[src/rtl/serial_add_ctrl.sv]
// Bit-serial adder controller: one shared full-adder cell adds two WIDTH-bit
// operands LSB first, one bit per clock, behind a start/busy/done handshake.

module full_adder (
    input  logic in1,
    input  logic in2,
    input  logic cin,
    output logic sum,
    output logic cout
);
    assign sum  = in1 ^ in2 ^ cin;
    assign cout = (in1 & in2) | (cin & (in1 ^ in2));
endmodule

module serial_add_ctrl #(
    parameter int WIDTH = 8
) (
    input  logic             sys_clk,
    input  logic             sys_rst_n,
    input  logic             start,
    input  logic [WIDTH-1:0] op_a,
    input  logic [WIDTH-1:0] op_b,
    input  logic             cin,
    output logic             busy,
    output logic             done,
    output logic [WIDTH-1:0] result,
    output logic             cout
);
    localparam int CW = $clog2(WIDTH + 1);
    localparam logic [CW-1:0] CNT_LAST = CW'(WIDTH - 1);
    localparam logic [CW-1:0] CNT_ONE  = CW'(1);

    localparam logic [1:0] IDLE = 2'b00;
    localparam logic [1:0] RUN  = 2'b01;
    localparam logic [1:0] DONE = 2'b10;

    logic [1:0]       state_r;
    logic [WIDTH-1:0] sh_a_r;
    logic [WIDTH-1:0] sh_b_r;
    logic [WIDTH-1:0] sh_s_r;
    logic             carry_r;
    logic [CW-1:0]    cnt_r;
    logic             sum_s;
    logic             fa_cout_s;
    logic [WIDTH-1:0] s_next_s;

    full_adder u_fa (
        .in1  (sh_a_r[0]),
        .in2  (sh_b_r[0]),
        .cin  (carry_r),
        .sum  (sum_s),
        .cout (fa_cout_s)
    );

    // A one-bit sum register simply takes the new sum bit; wider ones shift it in at the MSB.
    generate
        if (WIDTH == 1) begin : g_w1
            assign s_next_s = sum_s;
        end else begin : g_wn
            assign s_next_s = {sum_s, sh_s_r[WIDTH-1:1]};
        end
    endgenerate

    assign busy = (state_r == RUN);
    assign done = (state_r == DONE);

    // Handshake FSM, operand/sum shifters, carry and bit counter.
    always_ff @(posedge sys_clk or negedge sys_rst_n) begin
        if (!sys_rst_n) begin
            state_r <= IDLE;
            sh_a_r  <= '0;
            sh_b_r  <= '0;
            sh_s_r  <= '0;
            carry_r <= 1'b0;
            cnt_r   <= '0;
            result  <= '0;
            cout    <= 1'b0;
        end else begin
            case (state_r)
                IDLE, DONE: begin
                    if (start) begin
                        state_r <= RUN;
                        sh_a_r  <= op_a;
                        sh_b_r  <= op_b;
                        sh_s_r  <= '0;
                        carry_r <= cin;
                        cnt_r   <= '0;
                    end else begin
                        state_r <= IDLE;
                    end
                end
                RUN: begin
                    sh_a_r  <= sh_a_r >> 1'b1;
                    sh_b_r  <= sh_b_r >> 1'b1;
                    sh_s_r  <= s_next_s;
                    carry_r <= fa_cout_s;
                    cnt_r   <= cnt_r + CNT_ONE;
                    if (cnt_r == CNT_LAST) begin
                        result  <= s_next_s;
                        cout    <= fa_cout_s;
                        state_r <= DONE;
                    end else begin
                        state_r <= RUN;
                    end
                end
                default: begin
                    state_r <= IDLE;
                end
            endcase
        end
    end
endmodule

[config.mk]
export PLATFORM = sky130hd
export DESIGN_NAME = serial_add_ctrl
export DESIGN_NICKNAME = d
export VERILOG_FILES = /design/src/rtl/serial_add_ctrl.sv
export SDC_FILE = /design/constraint.sdc
export NUM_CORES = 1
export LEC_CHECK = 0
export CORE_ASPECT_RATIO = 0.7
export CORE_MARGIN = 2
export CORE_UTILIZATION = 54
export CTS_CLUSTER_DIAMETER = 200
export CTS_CLUSTER_SIZE = 24
export DETAILED_ROUTE_END_ITERATION = 8
export GPL_TIMING_DRIVEN = 0
export PLACE_DENSITY = 0.83
export SLEW_MARGIN = 10
export SYNTH_ARGS = -nofsm -noshare
export SYNTH_HDL_FRONTEND = slang
export SYNTH_HIERARCHICAL = 1
export SYNTH_SLANG_ARGS = --single-unit
[constraint.sdc]
create_clock -name sys_clk -period 2.4 [get_ports sys_clk]
set_input_delay 0.24 -clock sys_clk [delete_from_list [all_inputs] [get_ports sys_clk]]
set_output_delay 0.24 -clock sys_clk [all_outputs]
set_load 0.02 [all_outputs]
# Yosys cells after proc, flatten, opt, wreduce, memory -nomap -nowiden
# Cells that the tools add are included.
# W data, S select, Z words.
dict set report totals {
  register_bits 40
  output_inout_bits 11
  elab_cells 36
}
dict set report classes {
  add_sub_neg 1
  n_eq_ne 4
  n_mux 13
  bitwise_logic 5
  reduce_logical 5
}
# operator count
set op_table {}
lappend op_table {{$pmux W8 S2} 3}
lappend op_table {{$mux W8} 3}
lappend op_table {{$pmux W4 S2} 1}
lappend op_table {{$add A4 B1 Y4 const B} 1}
lappend op_table {{$eq A4 B3 Y1 const B} 1}
lappend op_table {{$mux W4} 1}
lappend op_table {{$pmux W2 S2} 1}
lappend op_table {{$reduce_and A2 Y1} 2}
lappend op_table {{$and A1 B1 Y1} 2}
lappend op_table {{$eq A2 B1 Y1 const B} 1}
lappend op_table {{$eq A2 B2 Y1 const B} 1}
lappend op_table {{$logic_not A2 Y1} 1}
lappend op_table {{$mux W1} 2}
lappend op_table {{$mux W2} 1}
lappend op_table {{$ne A2 B2 Y1 const B} 1}
lappend op_table {{$pmux W1 S2} 1}
lappend op_table {{$reduce_bool A2 Y1} 1}
lappend op_table {{$reduce_or A2 Y1} 1}
lappend op_table {{$xor A1 B1 Y1} 2}
lappend op_table {{$or A1 B1 Y1} 1}

# Longest topological paths before layout
dict set report depth {
  depth_word 4
  mapped_depth 5
  depth_no_buf 4
}

# Modules after synthesis
# The synthesis kept the hierarchy.
# mod instances cells_per_inst area_per_inst_um2
set by_module_without_submodules {}
lappend by_module_without_submodules {serial_add_ctrl 1 113 1580.3}
lappend by_module_without_submodules {full_adder 1 1 20.0}

# Worst setup path before layout
# No wires, ideal clock.
dict set report synth_timing {
  path_type {reg-to-reg}
  from {register cnt_r[0]}
  to {register cout}
  setup_ns 0.128
  arrival_ns 1.243
  required_time_ns 2.272
  setup_slack_ns 1.029
  stages_incl_launch_ff 6
  path_cell_list {dfrtp_1 -> ha_1 -> nand2_1 -> nor3b_2 -> buf_4 -> mux2_1}
}
dict set report synth_via {
  elab_chain_cells 2
}
# element line_no
set synth_rtl {}
lappend synth_rtl {{start, declared} 42} ;# logic [CW-1:0] cnt_r;
lappend synth_rtl {{start signal, assigned} 97} ;# cnt_r <= cnt_r + CNT_ONE;
lappend synth_rtl {{$eq A4 B3 Y1} 98} ;# if (cnt_r == CNT_LAST) begin
lappend synth_rtl {{$reduce_and A2 Y1 (no line)} --}
lappend synth_rtl {{end signal, assigned} 100} ;# cout <= fa_cout_s;
lappend synth_rtl {{end, declared} 27} ;# output logic cout
# Every way passes these cells.
# A chain may end at the register's enable or synchronous reset.

# Worst setup path in the final report
dict set report layout_timing {
  from {register state_r[1]}
  to {output port busy}
}
dict set report layout_via {
  elab_chain_cells 1
}
# element line_no
set layout_rtl {}
lappend layout_rtl {{start, declared} 37} ;# logic [1:0] state_r;
lappend layout_rtl {{start signal, assigned} 70} ;# state_r <= IDLE;
lappend layout_rtl {{start signal, assigned} 82} ;# state_r <= RUN;
lappend layout_rtl {{start signal, assigned} 89} ;# state_r <= IDLE;
lappend layout_rtl {{$eq A2 B1 Y1} 64} ;# assign busy = (state_r == RUN);
lappend layout_rtl {{end, declared} 24} ;# output logic busy,
# Every way passes these cells.

==> results.json <==
{
  "io_pins": 31,
  "fin_skew_ns": 0.00591,
  "core-area_um2": 2800,
  "yosys_warnings": 6,
  "syn-cell-area_um2": 1600,
  "hold_class": "in -> async",
  "die_w_um": 69.1,
  "vdd_ir_drop_max_v": 0.000860,
  "clk_latency_ns": 0.29,
  "dp_hpwl_mm": 2.27,
  "fin_cells": 188,
  "dpl_cell_area_um2": 1940,
  "cts_tree": "done",
  "fp.dieArea_um2": 3420,
  "cp_max_fo": 10,
  "htree_levels": 2,
  "setup_viol": 0,
  "antenna_found_initial": 0,
  "synth_most_common_cell": "dfrtp_1",
  "finalHoldViolations": 0,
  "rows": 16,
  "timing.fmax_mhz": 518,
  "layout-drive-gt1-share": 0.132,
  "synth_area_per_cell_um2": 14.0,
  "io_buffers": 30,
  "rsz0062_at_grt": "no",
  "drt_iter0_drc": 42,
  "arrival_ns": 1.69,
  "overflow": 0,
  "syn_inst": 114,
  "worstPathRequired_ns": 2.16,
  "synth_nets": 136,
  "p_total_mw": 2.79,
  "clockBufferDepth": 2,
  "gp_congestion": 0.781,
  "cts_hold_buf": 0,
  "power_density_nw_per_um2": 1360,
  "worstReg2RegEnd": "result[0]",
  "ys_ff_latch": 39,
  "insertedDiodeCount": 0,
  "tns_ns": 0,
  "viasPerCell": 5.68,
  "fin_ws_ns": 0.469,
  "synth_common_cells": "dfrtp_1, a22o_1, a21o_1",
  "cap_violations": 0,
  "path_clk_slew_ns": 0.07,
  "cts_made_buffers": 5,
  "ant_nets": 0,
  "grt_pass1_vias": 1141,
  "synth_top_area_share": 0.610,
  "wl_per_cell_um": 17.0,
  "synthFlopType": "dfrtp_1",
  "grt_pass1_wl_mm": 5.49,
  "clock-sinks": 39,
  "synth_area_leaders": "dfrtp_1, a22o_1, a21o_1, mux2_1, buf_2",
  "outcome": "complete, no violations",
  "crit_path_start": "state_r[1]",
  "yosysSeqAreaShare": 0.610,
  "cp-start-kind": "flop",
  "period_minus_slack_ns": 1.93,
  "dp.cells": 180,
  "hold_slack_ns": 0.0442,
  "firstDrtPassIters": 4,
  "place_ws_ns": 0.400,
  "period_share": 0.805,
  "drt-total-wl_mm": 3.19,
  "gr-usage-all-layers": 0.209,
  "tightest_slew_ns": 0.819,
  "fp.dieH_um": 49.5,
  "ff2ff_path_depth": 5,
  "r2r_start": "cnt_r[0]",
  "cts.root.buffer_cell": "clkbuf_8",
  "cp-end-kind": "output pin",
  "crit_type": "reg -> out",
  "yosysTopAreaCell": "dfrtp_1",
  "fin_area_um2": 2060,
  "start_util": 0.571,
  "p_leak_nw": 1.05,
  "area_delta_synth_final_pct": 28.8,
  "synthArstFlopShare": 1.00,
  "grt_max_degree": 40,
  "nNetsFinal": 173,
  "synth_edf_count": 0,
  "drc_errors": 0,
  "timing.slew.headroom": 0.454,
  "final_util": 0.735,
  "yosysUniqueCellTypes": 18,
  "r2r_slack_ns": 0.87,
  "maxSlewViolCount": 0,
  "vias": 1067
}
[power by group]
part           switching (mW)  total [mW]  internal, mW
Sequential              0.187        1.13         0.944
Clock                   0.214       0.550         0.336
Combinational           0.525        1.11         0.588
Total                   0.926        2.79          1.87
[worst max path at each step]
| stage | endpoint | slack, ns | cells past startpoint |
|---|---|---|---|
| final | busy | 0.47 | 4 |
| after global routing | busy | 0.39 | 4 |
| after CTS | busy | 0.07 | 4 |
| after detailed placement | busy | 0.40 | 4 |
| after global placement | sh_a_r[4] | 0.29 | 1 |
| after floorplan | cout | 1.03 | 5 |
[logic make-up (layout without fill, tap and decap cells)]
kind of cell	Yosys count	count (layout)	synth area share
flip-flops	39	39	0.610
adder cells (fa/ha/maj)	2	2	0.0203
AND/OR/NAND/NOR	11	11	0.0430
buffers and inverters	8	46	0.0281
AO/OA/AOI/OAI	42	42	0.216
multiplexers	12	12	0.0829
[registers in the layout (all words and copies together), names as in the netlist]
name	cells
result	8
cout	1
sh_a_r	8
cnt_r	4
sh_b_r	8
sh_s_r	7
carry_r	1
state_r	2
[per-layer routing]
layer,global-route usage,part of all wire,up-vias,routed length (um)
met5,0,0,-,0
met4,0.0817,0.016,0,52
met3,0.0634,0.044,7,140
met2,0.330,0.49,28,1550
met1,0.275,0.45,534,1440
li1,-,-,498,-
[final cells by class]
type                    instances  area (um^2)
well taps                      36         45.0
fillers                       180          742
clock buffers                   6         82.6
multi-input cells              67          579
flip-flops and latches         39          976
plain buffers                   8         45.0
repair buffers                 30          298
clock inverters                 2         35.0
[critical path, cell delays in order (launching register included)]
cell and delay, ns:
dfrtp_1 0.37, and2b_1 0.25, buf_2 0.25, buf_2 0.27, dlymetal6s2s_1 0.26
[cell usage in the layout (no fill, tap or decap), types with 2 or more instances in the layout]
cell | Yosys | layout
a21o_1 | 15 | 15
a22o_1 | 26 | 26
buf_2 | 6 | 7
buf_4 | 2 | 2
clkbuf_8 | 0 | 6
clkdlybuf4s50_1 | 0 | 28
dfrtp_1 | 39 | 39
mux2_1 | 9 | 9
mux2i_1 | 2 | 2
nand2_1 | 3 | 3
nor2b_1 | 3 | 3
[what timing repair did]
item,4_1_cts,5_1_grt
setup buffers,0,0
setup endpoints to repair,0,1
resized for setup,0,1
No activity file was read; power rests on OpenSTA's default activity.
